==> src/rtl/priority_arbiter_rr.sv <==
// Round-robin arbiter: two lowest-set-bit trees (masked/unmasked) pick a requester, grant is registered.
// Latency: 1 cycle from request to gnt_vld; back-to-back grants with no bubble on transfer.
// Backpressure: grant held stable while gnt_rdy=0; optional lock keeps the grant across transfers.

// Lowest-set-bit to one-hot selector built as a SPLIT-ary tree of group-OR terms.
// Latency: purely combinational.
// Backpressure: none (no handshake).
module priority_to_onehot_tree #(
  parameter int WIDTH          = 32,
  parameter int SPLIT          = 2,
  parameter int IMPLEMENTATION = 0
) (
  input  logic [WIDTH-1:0] req,
  output logic [WIDTH-1:0] oht,
  output logic             vld
);

  // Number of tree levels needed so that SPLIT**LEVELS covers WIDTH.
  function automatic int calc_levels();
    int n;
    int l;
    n = 1;
    l = 0;
    while (n < WIDTH && SPLIT > 1) begin
      n = n * SPLIT;
      l++;
    end
    return (l < 1) ? 1 : l;
  endfunction

  function automatic int calc_pw();
    int n;
    n = 1;
    for (int l = 0; l < calc_levels(); l++) n = n * SPLIT;
    return (n < WIDTH) ? WIDTH : n;
  endfunction

  localparam int LEVELS = calc_levels();
  localparam int PW     = calc_pw();

  assign vld = |req;

  generate
    if (IMPLEMENTATION == 0) begin : g_tree
      logic [PW-1:0] ext;
      logic [PW-1:0] any_l [LEVELS];

      // Group-OR per level, then a bit is blocked by any lower sibling group at any level.
      always_comb begin
        logic blk;
        int   s;
        int   my;
        int   pos;
        blk = 1'b0;
        s   = 1;
        my  = 0;
        pos = 0;
        ext = PW'(req);
        for (int l = 0; l < LEVELS; l++) any_l[l] = '0;
        any_l[0] = ext;
        for (int l = 1; l < LEVELS; l++) begin
          for (int g = 0; g < PW / SPLIT; g++) begin
            for (int k = 0; k < SPLIT; k++) begin
              any_l[l][g] = any_l[l][g] | any_l[l-1][g*SPLIT+k];
            end
          end
        end
        oht = '0;
        for (int i = 0; i < WIDTH; i++) begin
          blk = 1'b0;
          s   = 1;
          for (int l = 0; l < LEVELS; l++) begin
            my  = i / s;
            pos = my % SPLIT;
            for (int k = 0; k < SPLIT; k++) begin
              if (k < pos) blk = blk | any_l[l][my-pos+k];
            end
            s = s * SPLIT;
          end
          oht[i] = req[i] & ~blk;
        end
      end
    end else begin : g_arith
      assign oht = req & (~req + WIDTH'(1));
    end
  endgenerate

endmodule

module priority_arbiter_rr #(
  parameter int WIDTH          = 32,
  parameter int SPLIT          = 2,
  parameter int IMPLEMENTATION = 0,
  parameter int LOCK           = 1,
  localparam int IDX_W         = $clog2(WIDTH)
) (
  input  logic             clk,
  input  logic             rst_n,
  input  logic [WIDTH-1:0] req_vld,
  input  logic [WIDTH-1:0] req_lck,
  output logic [WIDTH-1:0] gnt_oht,
  output logic [IDX_W-1:0] gnt_idx,
  output logic             gnt_vld,
  input  logic             gnt_rdy
);

  typedef enum logic {IDLE, BUSY} state_t;

  state_t           state_q, state_d;
  logic [WIDTH-1:0] msk_q, msk_d;
  logic [WIDTH-1:0] gnt_oht_q, gnt_oht_d;
  logic [IDX_W-1:0] gnt_idx_q, gnt_idx_d;
  logic             gnt_vld_q, gnt_vld_d;

  logic             xfer;
  logic             locked;
  logic             rearb;
  logic [WIDTH-1:0] msk_nxt;
  logic [WIDTH-1:0] msk_use;
  logic [WIDTH-1:0] req_use;
  logic [WIDTH-1:0] req_msk;
  logic [WIDTH-1:0] msk_oht;
  logic [WIDTH-1:0] raw_oht;
  logic             msk_any;
  logic             raw_any;
  logic [WIDTH-1:0] sel_oht;
  logic [IDX_W-1:0] sel_idx;

  // On an unlocked transfer, drop the current holder and apply the advanced mask in the same cycle.
  always_comb begin
    xfer    = gnt_vld_q & gnt_rdy;
    locked  = (LOCK != 0) && (|(gnt_oht_q & req_lck & req_vld));
    rearb   = (state_q == BUSY) && xfer && !locked;
    msk_nxt = '0;
    for (int i = 0; i < WIDTH; i++) msk_nxt[i] = (i > int'(gnt_idx_q));
    req_use = rearb ? (req_vld & ~gnt_oht_q) : req_vld;
    msk_use = rearb ? msk_nxt : msk_q;
    req_msk = req_use & msk_use;
  end

  priority_to_onehot_tree #(
    .WIDTH(WIDTH), .SPLIT(SPLIT), .IMPLEMENTATION(IMPLEMENTATION)
  ) u_tree_msk (
    .req(req_msk), .oht(msk_oht), .vld(msk_any)
  );

  priority_to_onehot_tree #(
    .WIDTH(WIDTH), .SPLIT(SPLIT), .IMPLEMENTATION(IMPLEMENTATION)
  ) u_tree_raw (
    .req(req_use), .oht(raw_oht), .vld(raw_any)
  );

  // Masked winner takes precedence; fall back to unmasked when nothing above the pointer requests.
  always_comb begin
    sel_oht = msk_any ? msk_oht : raw_oht;
    sel_idx = '0;
    for (int i = 0; i < WIDTH; i++) begin
      if (sel_oht[i]) sel_idx = sel_idx | IDX_W'(i);
    end
  end

  // Next-state: grant on idle request, hold while busy, re-arbitrate or release on unlocked transfer.
  always_comb begin
    state_d   = state_q;
    msk_d     = msk_q;
    gnt_oht_d = gnt_oht_q;
    gnt_idx_d = gnt_idx_q;
    gnt_vld_d = gnt_vld_q;
    case (state_q)
      IDLE: begin
        if (raw_any) begin
          gnt_oht_d = sel_oht;
          gnt_idx_d = sel_idx;
          gnt_vld_d = 1'b1;
          state_d   = BUSY;
        end
      end
      BUSY: begin
        if (rearb) begin
          msk_d = msk_nxt;
          if (raw_any) begin
            gnt_oht_d = sel_oht;
            gnt_idx_d = sel_idx;
            gnt_vld_d = 1'b1;
          end else begin
            gnt_oht_d = '0;
            gnt_idx_d = '0;
            gnt_vld_d = 1'b0;
            state_d   = IDLE;
          end
        end
      end
      default: state_d = IDLE;
    endcase
  end

  // State, mask and registered grant outputs.
  always_ff @(posedge clk or negedge rst_n) begin
    if (!rst_n) begin
      state_q   <= IDLE;
      msk_q     <= '1;
      gnt_oht_q <= '0;
      gnt_idx_q <= '0;
      gnt_vld_q <= 1'b0;
    end else begin
      state_q   <= state_d;
      msk_q     <= msk_d;
      gnt_oht_q <= gnt_oht_d;
      gnt_idx_q <= gnt_idx_d;
      gnt_vld_q <= gnt_vld_d;
    end
  end

  assign gnt_oht = gnt_oht_q;
  assign gnt_idx = gnt_idx_q;
  assign gnt_vld = gnt_vld_q;

endmodule

==> config.mk <==
export PLATFORM = sky130hd
export DESIGN_NAME = priority_arbiter_rr
export DESIGN_NICKNAME = d
export VERILOG_FILES = /design/src/rtl/priority_arbiter_rr.sv
export SDC_FILE = /design/constraint.sdc
export NUM_CORES = 1
export LEC_CHECK = 0
export BUFFER_PORTS_ARGS = -buffer_cell sky130_fd_sc_hd__buf_2
export CORE_MARGIN = 2
export CORE_UTILIZATION = 25
export CTS_BUF_LIST = sky130_fd_sc_hd__clkbuf_16
export CTS_CLUSTER_DIAMETER = 150
export DETAILED_ROUTE_END_ITERATION = 10
export PLACE_DENSITY = 0.52
export SLEW_MARGIN = 25
export SYNTH_ARGS = -nofsm -noshare
export SYNTH_HDL_FRONTEND = slang
export SYNTH_SLANG_ARGS = --single-unit
export TNS_END_PERCENT = 10
==> constraint.sdc <==
create_clock -name clk -period 5.5 [get_ports clk]
set_input_delay 0.825 -clock clk [delete_from_list [all_inputs] [get_ports clk]]
set_output_delay 0.825 -clock clk [all_outputs]
set_load 0.01 [all_outputs]
==> qor.yml <==
cp_max_fo: 17
synth_most_common_cell: "nand2_1"
power.total_mw: 3.501
cp.arrival_ns: 5.29
fin_nets: 948
drive_above_1_share_pct: 24.04
grt_pass1_vias: 6367
avgSynthCellArea_um2: 7.596
yosysTopAreaCellShare_pct: 16.49
drt_first_iter_violations: 664
max_clock_freq_mhz: 199.8
switching_share_pct: 50.26
hold_viol_final: 0
status: "complete, no violations"
ys_ff_latch: 71
seqPwrFrac_pct: 29.9
synth_area_um2: 5917
critPathRequiredTime_ns: 5.78
synth_nets: 846
start_kind: "register"
routed-via-count: 6862
clock_latency_ns: 0.36
rsz0062_at_grt: "no"
cts_sinks: 71
die_area_um2: 24920
slew_violations: 0
die_y_um: 157.8
yosys.area.top_type: "dfrtp_1"
rows: 56
place.gp.congestion: 0.9844
antenna_cells: 0
finalSetupTns_ns: 0
area_delta_synth_final_pct: 20.51
grt_usage_pct: 21.11
ir_drop_v: 0.0002000
maxSlewHeadroom_pct: 35.37
port_buffers: 104
grt_pass1_wl_um: 39190
clockBufferDepth: 2
power_frac_comb_pct: 54.7
wl_per_cell_um: 21.67
start_util_pct: 25.36
drcViolationCount: 0
cp-end-kind: "register"
overflow: 0
h-tree-depth: 3
p_leak_nw: 3.047
core_area_um2: 23330
synth-main-ff-cell: "dfrtp_1"
grt_max_degree: 72
postLayoutCellArea_um2: 7131
worstHoldPathType: "reg2reg"
clk_pin_slew_ns: 0.06
post_cts_buffers: 0
yosys-top-cells-count: "nand2_1, nand3_1, o21ai_0"
postCtsHoldBufs: 0
internal_power_mw: 1.741
period_needed_ns: 5.005
power.switching_mw: 1.759
tightest_slew_ns: 0.9620
ys_types: 81
viasPerCell: 5.695
antenna_found_initial: 0
synth_seq_area_share_pct: 30.70
p_per_area_nw_per_um2: 491.0
synthCells: 779
synth-edff-count: 0
dpl_cell_area_um2: 6870
p_clk_share_pct: 15.4
fillerInstances: 2575
cts_inserted_buffers: 9
cts_resized: 0
maxCapViolCount: 0
die_w_um: 157.8
fin_crit_sh_pct: 90.99
finClkSkew_ns: 0.006262
yosysWarnings: 0
setup_viol: 0
cts_tree: "yes"
ant_nets: 0
async_reset_ff_share_pct: 100.0
path_class: "reg2reg"
totalWireLength_um: 26110
cts-root-buf: "clkbuf_16"
drt_pass1_iterations: 7
io_pins: 105
dp.final_hpwl_um: 20330
netlist_top_cells_area: "dfrtp_1, dfstp_2, nand2_1, nand3_1, o21ai_0"
-- layout make-up --
| class | count | area, µm² | area share [%] |
|---|---|---|---|
| clock buffer | 9 | 225.2 | 3.158 |
| clock inverter | 7 | 31.28 | 0.4387 |
| tap | 319 | 399.1 | 5.597 |
| inverter | 28 | 105.1 | 1.474 |
| multi-input combinational | 642 | 3826 | 53.66 |
| timing repair buffer | 129 | 726.9 | 10.19 |
| sequential | 71 | 1817 | 25.48 |
-- routing by layer --
metal  GRT usage [%]  wire (µm)  vias up
met2           31.78      11450      335
met4           9.091        916        0
met3           4.051       2106       62
met1           29.31      11630     3334
met5               0          0        -
li1                -          -     3131
-- through the flow --
step	hold WS (ns)	utilization (%)	setup slack, ns	cells
floorplan	0.4395	-	1.938	779
global placement	0.4523	29.45	0.6417	1189
detailed placement	0.4551	29.45	0.6645	1189
CTS	0.4650	30.54	0.7983	1205
global route	0.4772	30.56	0.4327	1205
finish	0.4615	30.56	0.4954	1205
-- final timing paths --
kind                       startpoint          end  slack [ns]  cells after the start
max                        gnt_idx[2]   gnt_idx[2]        0.50                     12
min                         msk_q[19]    msk_q[19]        0.46                      2
max reg2reg                gnt_idx[2]   gnt_idx[2]        0.50                     12
min reg2reg                 msk_q[19]    msk_q[19]        0.46                      2
max in group asynchronous       rst_n  gnt_oht[26]        4.53                      1
min in group asynchronous       rst_n   gnt_oht[5]        0.51                      1
-- registers in the layout, summed over array words and instances (netlist names) --
register,flops
msk_q,32
gnt_idx,5
gnt_oht,32
gnt_vld,1
state_q,1
-- worst max-delay path, stage by stage (launching register included) --
cell and delay (ns):
dfrtp_1 0.84, o211a_1 0.31, nor3_1 0.07, a2111oi_0 0.82
nand4_1 0.40, nor3_1 0.47, a21oi_1 0.28, buf_4 0.27
nor2_1 0.50, a41oi_1 0.34, o211ai_1 0.31, nor2_1 0.11
a41oi_2 0.19
-- cells by family after synthesis --
group | share of synthesized area, %
buf+inv | 4.779
compound gates | 26.39
flops | 30.70
simple gates | 36.88
mux | 1.248
-- placed cells by master (no fill, tap or decap), types with 5 or more instances in the layout --
| cell | netlist | routed |
|---|---|---|
| nor3_1 | 13 | 13 |
| and2_1 | 5 | 5 |
| a22oi_1 | 16 | 16 |
| o31ai_1 | 11 | 11 |
| a21boi_0 | 12 | 12 |
| o21ai_0 | 57 | 57 |
| nor2b_1 | 14 | 14 |
| buf_2 | 18 | 103 |
| a21oi_1 | 36 | 36 |
| nor2_1 | 35 | 35 |
| or3_1 | 7 | 7 |
| a21o_1 | 8 | 8 |
| o21ai_1 | 11 | 11 |
| nand4_1 | 32 | 32 |
| buf_4 | 1 | 24 |
| nor3b_1 | 9 | 9 |
| o21bai_1 | 5 | 5 |
| dfstp_2 | 32 | 32 |
| a31oi_1 | 9 | 9 |
| nand2b_1 | 18 | 18 |
| a31o_2 | 6 | 6 |
| nor4_1 | 12 | 12 |
| inv_1 | 28 | 29 |
| dfrtp_1 | 39 | 39 |
| o211ai_1 | 9 | 9 |
| nand2_1 | 129 | 129 |
| clkbuf_16 | 0 | 9 |
| nand3_1 | 87 | 87 |
| and3_1 | 10 | 10 |
-- power by group through the flow --
| stage | sequential [mW] | clock (mW) | combinational (mW) |
|---|---|---|---|
| floorplan | 0.936 | 0 | 1.27 |
| global placement | 1.05 | 0 | 1.88 |
| finish | 1.05 | 0.538 | 1.91 |
| CTS | 1.04 | 0.548 | 1.89 |
| global route | 1.07 | 0.569 | 2.08 |
| detailed placement | 1.04 | 0 | 1.88 |
(Power assumes the default switching activity.)
